--- src/rtl/correlation_pkg.sv ---
// ----------------------------------------------------------------------------
// correlation_pkg
// Shared definitions for the correlation scheduler slice.
//   - sched_state_t : scheduler FSM state encoding
//   - LAG_BITS      : width of the lag index sent to the correlator engine
//   - num_pairs / num_results / idx_bits : sizing helpers derived from the
//     channel count and lags per pair
// ----------------------------------------------------------------------------
package correlation_pkg;

    localparam int LAG_BITS = 5;

    typedef enum logic [2:0] {
        ST_IDLE   = 3'd0,
        ST_ISSUE  = 3'd1,
        ST_WAIT   = 3'd2,
        ST_EMIT   = 3'd3,
        ST_FINISH = 3'd4
    } sched_state_t;

    // Number of unordered channel pairs (a,b) with a < b.
    function automatic int num_pairs(input int n);
        return (n * (n - 1)) / 2;
    endfunction

    // Total results produced for one frame.
    function automatic int num_results(input int n, input int lags);
        return num_pairs(n) * lags;
    endfunction

    // Width needed to index every result of a frame.
    function automatic int idx_bits(input int n, input int lags);
        return $clog2(num_results(n, lags));
    endfunction

endpackage

--- src/rtl/correlation_scheduler_pair_counter.sv ---
// ----------------------------------------------------------------------------
// pair_counter
// Walks through every channel pair (ch_a, ch_b), ch_a < ch_b, in
// lexicographic order: (0,1),(0,2),..,(0,N-1),(1,2),..,(N-2,N-1).
// Ports:
//   clk, reset : system clock, asynchronous active-high reset
//   clear      : return to the first pair (0,1)
//   advance    : step to the next pair (wraps to (0,1) after the last one)
//   ch_a, ch_b : current pair
//   last       : current pair is (N-2, N-1)
// ----------------------------------------------------------------------------
module pair_counter #(
    parameter  int NUM_SLAVES = 4,
    localparam int CH_BITS    = $clog2(NUM_SLAVES)
) (
    input  logic               clk,
    input  logic               reset,
    input  logic               clear,
    input  logic               advance,
    output logic [CH_BITS-1:0] ch_a,
    output logic [CH_BITS-1:0] ch_b,
    output logic               last
);

    logic b_at_top;

    assign b_at_top = (ch_b == CH_BITS'(NUM_SLAVES - 1));
    assign last     = b_at_top && (ch_a == CH_BITS'(NUM_SLAVES - 2));

    // Pair register. Clear has priority over advance so an abort that lands
    // on a pair boundary still restarts from (0,1). When ch_b runs out, ch_a
    // steps and ch_b restarts just above it, which keeps ch_a < ch_b.
    always_ff @(posedge clk or posedge reset) begin
        if (reset) begin
            ch_a <= '0;
            ch_b <= CH_BITS'(1);
        end else if (clear) begin
            ch_a <= '0;
            ch_b <= CH_BITS'(1);
        end else if (advance) begin
            if (last) begin
                ch_a <= '0;
                ch_b <= CH_BITS'(1);
            end else if (b_at_top) begin
                ch_a <= ch_a + CH_BITS'(1);
                ch_b <= ch_a + CH_BITS'(2);
            end else begin
                ch_b <= ch_b + CH_BITS'(1);
            end
        end
    end

endmodule

--- src/rtl/correlation_scheduler.sv ---
// ----------------------------------------------------------------------------
// correlation_scheduler
// Sequences one shared correlator engine through every channel pair and lag
// of a sample frame and forwards each result, tagged with its index
// (pairIndex*MAX_LAGS + lag), toward the CPU peripheral.
// Ports:
//   clk, reset             : system clock, asynchronous active-high reset
//   frameReady             : pulse, a new frame is stored for all channels
//   abort                  : drop the frame currently being processed
//   corrStart              : pulse to the engine, with corrChA/corrChB/corrLag
//   corrChA, corrChB       : channel pair under correlation (corrChA < corrChB)
//   corrLag                : lag index 0..MAX_LAGS-1
//   corrDone, corrResult   : engine completion pulse and its signed result
//   dataOut, dataOutIdx    : last result and its index (held between strobes)
//   dataOutValid           : one-cycle strobe qualifying dataOut/dataOutIdx
//   frameDone              : pulse after the last result of a frame
//   busy                   : scheduler is not idle
//   frameOverrun           : sticky, a frame arrived while busy
// ----------------------------------------------------------------------------
module correlation_scheduler
    import correlation_pkg::*;
#(
    parameter  int NUM_SLAVES  = 4,
    parameter  int MAX_LAGS    = 17,
    parameter  int CPU_BITS    = 32,
    localparam int NUM_RESULTS = num_results(NUM_SLAVES, MAX_LAGS),
    localparam int IDX_BITS    = idx_bits(NUM_SLAVES, MAX_LAGS),
    localparam int CH_BITS     = $clog2(NUM_SLAVES)
) (
    input  logic                clk,
    input  logic                reset,
    input  logic                frameReady,
    input  logic                abort,
    output logic                corrStart,
    output logic [CH_BITS-1:0]  corrChA,
    output logic [CH_BITS-1:0]  corrChB,
    output logic [LAG_BITS-1:0] corrLag,
    input  logic                corrDone,
    input  logic [CPU_BITS-1:0] corrResult,
    output logic [CPU_BITS-1:0] dataOut,
    output logic [IDX_BITS-1:0] dataOutIdx,
    output logic                dataOutValid,
    output logic                frameDone,
    output logic                busy,
    output logic                frameOverrun
);

    sched_state_t        state;
    sched_state_t        state_next;
    logic [LAG_BITS-1:0] lag;
    logic [IDX_BITS-1:0] result_idx;
    logic                last_lag;
    logic                pair_last;
    logic                pair_clear;
    logic                pair_advance;
    logic                aborting;
    logic                capture;

    assign last_lag = (lag == LAG_BITS'(MAX_LAGS - 1));
    assign aborting = abort && (state != ST_IDLE);
    assign capture  = (state == ST_WAIT) && corrDone && !abort;

    pair_counter #(
        .NUM_SLAVES (NUM_SLAVES)
    ) u_pair_counter (
        .clk     (clk),
        .reset   (reset),
        .clear   (pair_clear),
        .advance (pair_advance),
        .ch_a    (corrChA),
        .ch_b    (corrChB),
        .last    (pair_last)
    );

    assign corrLag = lag;

    // State register.
    always_ff @(posedge clk or posedge reset) begin
        if (reset) begin
            state <= ST_IDLE;
        end else begin
            state <= state_next;
        end
    end

    // Next-state logic. The pair only steps when the lag wraps, and the frame
    // ends once the final pair has emitted its final lag. An abort outside
    // IDLE overrides everything and rewinds the pair counter; in IDLE the
    // abort is meaningless, so a coincident frameReady still starts a frame.
    always_comb begin
        state_next   = state;
        pair_clear   = 1'b0;
        pair_advance = 1'b0;
        case (state)
            ST_IDLE: begin
                if (frameReady) begin
                    state_next = ST_ISSUE;
                    pair_clear = 1'b1;
                end
            end
            ST_ISSUE: begin
                state_next = ST_WAIT;
            end
            ST_WAIT: begin
                if (corrDone) begin
                    state_next = ST_EMIT;
                end
            end
            ST_EMIT: begin
                pair_advance = last_lag;
                if (last_lag && pair_last) begin
                    state_next = ST_FINISH;
                end else begin
                    state_next = ST_ISSUE;
                end
            end
            ST_FINISH: begin
                state_next = ST_IDLE;
            end
            default: begin
                state_next = ST_IDLE;
            end
        endcase
        if (aborting) begin
            state_next   = ST_IDLE;
            pair_clear   = 1'b1;
            pair_advance = 1'b0;
        end
    end

    // Strobes are decoded from the state, but an abort in the same cycle
    // suppresses them so nothing more leaves for a frame being dropped.
    assign corrStart    = (state == ST_ISSUE)  && !abort;
    assign dataOutValid = (state == ST_EMIT)   && !abort;
    assign frameDone    = (state == ST_FINISH) && !abort;
    assign busy         = (state != ST_IDLE);

    // Lag and running result index. Results leave strictly in pair/lag
    // order, so a plain counter bumped on every EMIT equals
    // pairIndex*MAX_LAGS + lag without needing a multiplier.
    always_ff @(posedge clk or posedge reset) begin
        if (reset) begin
            lag        <= '0;
            result_idx <= '0;
        end else if (pair_clear) begin
            lag        <= '0;
            result_idx <= '0;
        end else if (state == ST_EMIT) begin
            lag        <= last_lag ? '0 : lag + LAG_BITS'(1);
            result_idx <= result_idx + IDX_BITS'(1);
        end
    end

    // Output holding registers. The engine result is only valid during its
    // corrDone pulse, so it is latched together with its index and held
    // until the next result replaces it.
    always_ff @(posedge clk or posedge reset) begin
        if (reset) begin
            dataOut    <= '0;
            dataOutIdx <= '0;
        end else if (capture) begin
            dataOut    <= corrResult;
            dataOutIdx <= result_idx;
        end
    end

    // Overrun flag. Any frameReady the FSM cannot accept (including the
    // FINISH cycle) is recorded here and only reset can clear it.
    always_ff @(posedge clk or posedge reset) begin
        if (reset) begin
            frameOverrun <= 1'b0;
        end else if (frameReady && (state != ST_IDLE)) begin
            frameOverrun <= 1'b1;
        end
    end

endmodule

--- config.mk ---
export PLATFORM = sky130hd
export DESIGN_NAME = correlation_scheduler
export DESIGN_NICKNAME = d
export VERILOG_FILES = /design/src/rtl/correlation_pkg.sv /design/src/rtl/correlation_scheduler_pair_counter.sv /design/src/rtl/correlation_scheduler.sv
export SDC_FILE = /design/constraint.sdc
export NUM_CORES = 1
export LEC_CHECK = 0
export CAP_MARGIN = 20
export CORE_MARGIN = 2
export CORE_UTILIZATION = 65
export DETAILED_ROUTE_END_ITERATION = 16
export DONT_BUFFER_PORTS = 1
export PLACE_DENSITY_LB_ADDON = 0.3
export REMOVE_ABC_BUFFERS = 1
export SLEW_MARGIN = 30
export SYNTH_ARGS = -nofsm -noshare
export SYNTH_HDL_FRONTEND = slang
export SYNTH_SLANG_ARGS = --single-unit
--- constraint.sdc ---
create_clock -name clk -period 2.53 [get_ports clk]
set_input_delay 0.3795 -clock clk [delete_from_list [all_inputs] [get_ports clk]]
set_output_delay 0.3795 -clock clk [all_outputs]
set_load 0.02 [all_outputs]
## Word-level counts from Yosys, hierarchy flattened

Index checks and enable logic that the tools add are counted.

| storage, ports and cells | value |
|---|---|
| flip-flop bits (word level) | 59 |
| word-level logic and storage cells | 62 |

| cells by class | value |
|---|---|
| $add $sub $neg | 5 |
| eq/ne operators | 9 |
| muxes and demuxes | 23 |
| reduce and logical (&&, ||, !) cells | 17 |

Operators with widths:

| operator | number |
|---|---|
| $mux W2 | 8 |
| $mux W5 | 3 |
| $mux W7 | 2 |
| $mux W3 | 4 |
| $pmux W3 S4 | 1 |
| $logic_and A1 B1 Y1 | 9 |
| $add A7 B1 Y7 const B | 1 |
| $eq A3 B2 Y1 const B | 2 |
| $ne A3 B3 Y1 const B | 2 |
| $reduce_bool A3 Y1 | 2 |
| $add A5 B1 Y5 const B | 1 |
| $eq A5 B5 Y1 const B | 1 |
| $mux W1 | 5 |
| $add A2 B1 Y2 const B | 2 |
| $eq A2 B2 Y1 const B | 2 |
| $reduce_and A2 Y1 | 2 |
| $reduce_bool A2 Y1 | 2 |
| $eq A3 B1 Y1 const B | 1 |
| $eq A3 B3 Y1 const B | 1 |
| $logic_not A3 Y1 | 1 |
| $add A2 B2 Y2 const B | 1 |
| $logic_not A1 Y1 | 1 |

## Logic depth before layout (Yosys ltp)

Gate-level depths: netlist of run 1.

| logic depth | value |
|---|---|
| depth in word-level cells | 6 |
| depth in mapped cells | 6 |

## Cells and area by module

From an unflattened synthesis of run 1, not the netlist that was laid out.

| second synthesis, totals | value |
|---|---|
| cells, all modules | 192 |
| area total of the unflattened synthesis | 2,560.0 µm² |

By module, submodules not included:

| module | times used | cells an instance | area each (µm²) |
|---|---|---|---|
| correlation_scheduler | 1 | 171 | 2,332.2 |
| pair_counter | 1 | 21 | 227.7 |

## Worst setup path after synthesis of run 1

No wires, ideal clock.

| timing path | value |
|---|---|
| kind | register to output |
| start | reg state[1] |
| end | out frameDone |
| arrival time | 1,323 ps |
| data required time | 2,151 ps |
| path slack | 828 ps |
| stages on the path, launching flop included | 3 |
| path buffers | 1 |
| path through | dfrtp_1 -> buf_2 -> nor4b_1 |

| between the ends | value |
|---|---|
| longest elaborated chain between the ends | 2 |

RTL lines:

| item | RTL line | text |
|---|---|---|
| start: declaration | correlation_scheduler.sv:48 | `sched_state_t state;` |
| start signal: assignment | correlation_scheduler.sv:82 | `state <= state_next;` |
| $eq A3 B3 Y1 | correlation_scheduler.sv:135 | `assign frameDone = (state == ST_FINISH) && !abort;` |
| $logic_and A1 B1 Y1 | correlation_scheduler.sv:135 |  |
| end: declaration | correlation_scheduler.sv:43 | `output logic frameDone,` |

Every way passes these cells.

## Final worst setup path of run 1

| timing path | value |
|---|---|
| start | reg state[0] |
| end | out dataOutValid |

| between the ends | value |
|---|---|
| longest elaborated chain between the ends | 2 |

RTL lines:

| item | RTL line | text |
|---|---|---|
| $eq A3 B2 Y1 | correlation_scheduler.sv:134 | `assign dataOutValid = (state == ST_EMIT) && !abort;` |
| $logic_and A1 B1 Y1 | correlation_scheduler.sv:134 |  |
| end: declaration | correlation_scheduler.sv:42 | `output logic dataOutValid,` |

Every way passes these cells.

==> results of run 1 <==
[per-stage QoR]
| stage | power (W) | setup slack, ns | hold WS, ns |
|---|---|---|---|
| 3_3_place_gp | 0.00238 | 0.766 | 0.332 |
| 6_report | 0.00324 | 0.302 | -0.0118 |
| 3_5_place_dp | 0.00245 | 0.641 | 0.355 |
| 4_1_cts | 0.00328 | 0.303 | 0.00444 |
| 5_1_grt | 0.00342 | 0.197 | 0.0295 |
| 2_1_floorplan | 0.00227 | -0.761 | 0.450 |
[registers in the layout, indices dropped and copies added (netlist names)]
register             count
corrLag                  5
state                    3
frameOverrun             1
u_pair_counter.ch_b      2
u_pair_counter.ch_a      2
dataOut                 32
result_idx               7
dataOutIdx               7
[worst paths after layout]
path	slack, ns	from	to
worst max-delay path	0.30	state[0]	dataOutValid
worst min-delay path	-0.01	reset	dataOut[17]
worst max register to register	0.62	state[0]	result_idx[6]
worst min register to register	0.56	result_idx[6]	dataOutIdx[6]
max in group asynchronous	1.74	reset	dataOut[11]
min in group clk	0.13	abort	state[1]
[routing by layer]
layer	track usage, %	vias up	routed length [um]
li1	-	729	-
met1	24.8	791	1830
met4	9.95	0	61
met2	40.0	48	2530
met3	9.33	6	315
met5	0	-	0
[cell type report]
class | count | area share, %
repair buffers | 5 | 1.31
clock inverters | 2 | 1.22
flip-flops and latches | 59 | 51.7
well taps | 50 | 2.19
multi-input cells | 122 | 37.4
clock buffers | 13 | 5.56
inverters | 5 | 0.656
[worst register-to-register path: cells and delay by family (launching register included)]
family             cells  cell delay (ns)
DFF                    1             0.58
and+or+nand+nor        2             1.11
AOI/OAI and AO/OA      1             0.15
[power breakdown]
group	switching (W)	leakage, nW	internal (W)
Clock	0.000321	0.0995	0.000502
Sequential	0.000576	0.757	0.00124
Combinational	0.000288	0.346	0.000318
Total	0.00118	1.20	0.00206
[logic make-up after synthesis]
family / count (synthesis) / synth area share (%)
adders and majority gates: 4 / 1.90
and+or+nand+nor: 42 / 10.1
DFF: 59 / 56.2
xor gates and xnor gates: 3 / 1.00
AOI/OAI and AO/OA: 32 / 9.71
muxes: 41 / 17.7
buffers and inverters: 16 / 3.38
[layout by cell type (no fill, tap or decap), types with 4 or more instances in the layout]
cell type | Yosys | routed
clkbuf_8 | 0 | 11
inv_1 | 5 | 4
nand2_1 | 9 | 9
dfrtp_1 | 58 | 58
nand3_1 | 6 | 6
mux2_2 | 39 | 39
a21oi_1 | 6 | 6
o31ai_1 | 4 | 4
buf_4 | 2 | 5
a21oi_2 | 8 | 8
ha_1 | 4 | 4
==> run metrics, run 1 <==
count of cell types in the netlist 46; leading area contributor after synthesis dfrtp_1; clock root cell clkbuf_8; asr flop ratio synth 100%; largest net degree at the start of global routing 33; Worst setup SP type flip-flop; FILL cells 268; Post-CTS Resized 0; DIE AREA 0.00457 sq mm; ANT cells 0; endpoint class of the critical path output port; CP Buf/Inv Count 0; Crit path arrival time 1.85 ns; Port-buffer cells 0; Commonest cells post-synth dfrtp_1, mux2_2, nand2_1; final number of setup-violating endpoints 0; Die Y around 68 um; Most used DFF post-synth dfrtp_1; Final Hold Vio Count 20; Post-Layout Cell Count about 260; critical path's largest stage delay 0.58 ns; Final Cycle Share 88.1%; I/O pin total 90; Max H-tree Level 3; placed instance count 241; crit-path cells nand3b_1 -> nor2_1; GRT overflow 0; HPWL after DPL 3460 um; Die Wd 67.6 um; drt wl/cell 18.5 um; multi-input logic area 0.00107 sq mm; ANT nets after route 0; Via density 6.15; Initial Util 66.6%; number of synthesized register bits 59; final setup TNS 0 ns; # Max-Cap Violations 0; layout cells sized above 1 a little under two fifths; Final nets ~240; first-pass GRT wire length about 7600 um; Final Critical Period 2.23 ns; register area share after synthesis 56.2%; Post-Synthesis Cell Area 0.00263 sq mm; VDD IR-drop max approximately 670 uV; Worst Hold Class input port to async pin; CORE AREA 0.00394 sq mm; Final Wtd Congestion 0.702; Rows 23; vias 1574; clock tree sinks 59; Leak Pwr 1.20 nW; initial DRC count 68; top-area cell type share of the netlist area 55.2%; RSZ-0062 raised after global routing no; Setup Buffers After CTS 0; Placed Area ~0.0027 sq mm; clk buf depth 2; Reg2Reg Depth 3; Final Core Density 72.5%; skew final 0.00750 ns; CP required about 2.2 ns; total wire length between 4000 and 5000 um; first drt pass iteration count 4; number of remaining DRC errors 0; CTS tree yes; status finished with violations; cell count after synthesis just under 200; syn avg cell area 13.3 sq um; Clk pin slew, worst setup/hold paths 0.06 ns; hold slack -0.0118 ns; area of all sequential standard cells 0.00148 sq mm; Clock Latency Late Sink 0.32 ns; Slew Limit Fails 0; total track usage 23.1%; YS warnings 0; Synth area leaders dfrtp_1, mux2_2, a21oi_2, ha_1, nand2_1; CTS Buf Count 9; top-count cell post-synth dfrtp_1; fmax 0.449 GHz; fin area 0.00286 sq mm; CP Depth 2; worst-path fanout max 15; failing checks negative hold slack; hold bufs inserted after CTS 0; initial antenna violation count 0; vias in the first global route 1665; area grow syn2layout 8.86%; Largest delay share family, worst path simple AND/OR/NAND/NOR gates; number of enable flip-flop cells after synthesis 0; Slew headroom 62.2%; Pwr Density 1130 mW/mm^2; Worst-Margin Slew 0.566 ns; WS Path Type flip-flop to output port; Crit-path slowest cell dfrtp_1
(Power assumes the default switching activity.)
==> run 2: changes to the inputs <==
Settings changed: CTS_BUF_LIST set to sky130_fd_sc_hd__clkbuf_4, CTS_CLUSTER_SIZE set to 24, PLACE_DENSITY set to 0.81, PLACE_DENSITY_LB_ADDON 0.3 to unset.
==> run metrics, run 2 (synthesized netlist as in run 1, its figures left out) <==
initial antenna violation count 0 (unchanged); Crit-path slowest cell dfrtp_1; Hold Crit Endpoint state[1]; Clk pin slew, worst setup/hold paths 0.09 ns (+0.03 ns); FF-to-FF End result_idx[6]; I/O pin total 90 (unchanged); total wire length 4750 um (+0.32%); Die Wd 67.6 um (unchanged); Slew Limit Fails 0 (unchanged); number of remaining DRC errors 0 (unchanged); clk buf depth 2 (unchanged); worst reg-to-reg setup slack 0.62 ns (about the same); Max H-tree Level 3 (unchanged); worst-path fanout max 15 (unchanged); Reg2Reg Depth 3 (unchanged); Worst Hold Class input port to flip-flop; Clock Latency Late Sink 0.38 ns (+0.06 ns); Initial Util 66.6% (unchanged); Rows 23 (unchanged); hold slack 0.0583 ns (+0.0701 ns); # Max-Cap Violations 0 (unchanged); layout cells sized above 1 37.0% (+0.13 points); Placed Area 0.00267 sq mm (unchanged); first-pass GRT wire length 7590 um (unchanged); Leak Pwr 1.19 nW (-0.90%); HPWL after DPL 3440 um (-0.44%); Biggest register dataOut; total power 0.00313 W (-3.5%); Final Critical Period 2.31 ns (+0.0777 ns); CTS tree yes; Final Hold Vio Count 0 (-100%); clock root cell clkbuf_4; pre-CTS setup slack 0.626 ns (-0.0147 ns); Final nets 244 (+0.41%); WS Path Type flip-flop to output port; FF-to-FF Start state[0]; Die Y 67.6 um (unchanged); RSZ-0062 raised after global routing no; Final Wtd Congestion 0.783 (+11%); FILL cells 272 (+1.5%); area grow syn2layout 7.57%; Crit path arrival time 1.93 ns (+0.08 ns); Final Cycle Share 91.2% (+3.1 points); CORE AREA 0.00394 sq mm (unchanged); Post-CTS Resized 0 (unchanged); min-delay src abort; initial DRC count 92 (+35%); final setup margin 0.224 ns (-0.0777 ns); DIE AREA 0.00457 sq mm (unchanged); GRT overflow 0 (unchanged); Slew headroom 63.7% (+1.5 points); commonest non-fill, non-tap cell in the layout dfrtp_1; hold bufs inserted after CTS 1 (+1); Pwr Density 1110 mW/mm^2 (-2.4%); VDD IR-drop max 734 uV (+9.0%); clock tree sinks 59 (unchanged); Port-buffer cells 0 (unchanged); skew final 0.00694 ns (-0.000559 ns); endpoint class of the critical path output port; vias 1601 (+1.7%); total track usage 22.9% (-0.20 points); worst hold stages 1; Final Core Density 71.7% (-0.86 points); fin area 0.00283 sq mm (-1.2%); Via density 6.21 (+0.93%); critical path's largest stage delay 0.59 ns (about the same); first drt pass iteration count 4 (unchanged); crit-path cells nand3b_1 -> nor2_1; ANT cells 0 (unchanged); most frequent cells in the layout dfrtp_1, mux2_2, nand2_1, clkbuf_4, a21oi_2; Setup Buffers After CTS 0 (unchanged); ANT nets after route 0 (unchanged); Top Registers dataOut (32), dataOutIdx (7), result_idx (7); max reg flops 32 (unchanged); Worst setup SP type flip-flop; CP required 2.15 ns (about the same); status complete, no violations; drt wl/cell 18.4 um (-0.46%); largest net degree at the start of global routing 42 (+27%); vias in the first global route 1658 (-0.42%); Worst-Margin Slew 0.542 ns (-0.0235 ns); final number of setup-violating endpoints 0 (unchanged); fmax 0.434 GHz (-3.4%); CTS Buf Count 9 (unchanged)
==> run 2: worst max path at each step <==
stage | from | to | slack [ns] | cells past startpoint
2_1_floorplan | state[0] | dataOut[0] | -0.76 | 2
4_1_cts | state[1] | dataOutValid | 0.18 | 2
3_3_place_gp | state[0] | dataOutValid | 0.76 | 2
5_1_grt | state[1] | dataOutValid | 0.11 | 2
6_report | state[0] | dataOutValid | 0.22 | 2
3_5_place_dp | state[0] | dataOutValid | 0.63 | 2
==> run 2: through the flow <==
| stage | instances | TNS [ns] |
|---|---|---|
| floorplan | 186 | -29.68 |
| global placement | 241 | 0 |
| detailed placement | 241 | 0 |
| CTS | 258 | 0 |
| global route | 258 | 0 |
| finish | 258 | 0 |
==> run 2: per-layer routing <==
metal | share of wire, % | vias to the layer above | global-route usage (%)
met5 | 0 | - | 0
met4 | 2.4 | 0 | 13.8
met3 | 7.9 | 12 | 6.50
met2 | 51 | 66 | 38.7
met1 | 38 | 790 | 25.5
li1 | - | 733 | -
==> run 2: worst max-delay path: cells and delay by family (launching register included) <==
family           cells  cell delay [ns]
AND/OR/NAND/NOR      2             0.96
flip-flops           1             0.59
==> run 2: layout make-up <==
cell class | count | area (sq um) | area share (%)
multi-input combinational | 122 | 1070 | 37.8
clock inverter | 7 | 82.6 | 2.92
clock buffer | 9 | 67.6 | 2.39
inverter | 5 | 18.8 | 0.664
sequential | 59 | 1480 | 52.3
timing repair buffer | 6 | 47.5 | 1.68
tap | 50 | 62.6 | 2.21
==> run 2: report_power, final <==
group	switching [W]	leakage (nW)	internal, W
clock network	0.000319	0.0845	0.000389
logic	0.000287	0.350	0.000320
registers	0.000579	0.757	0.00123
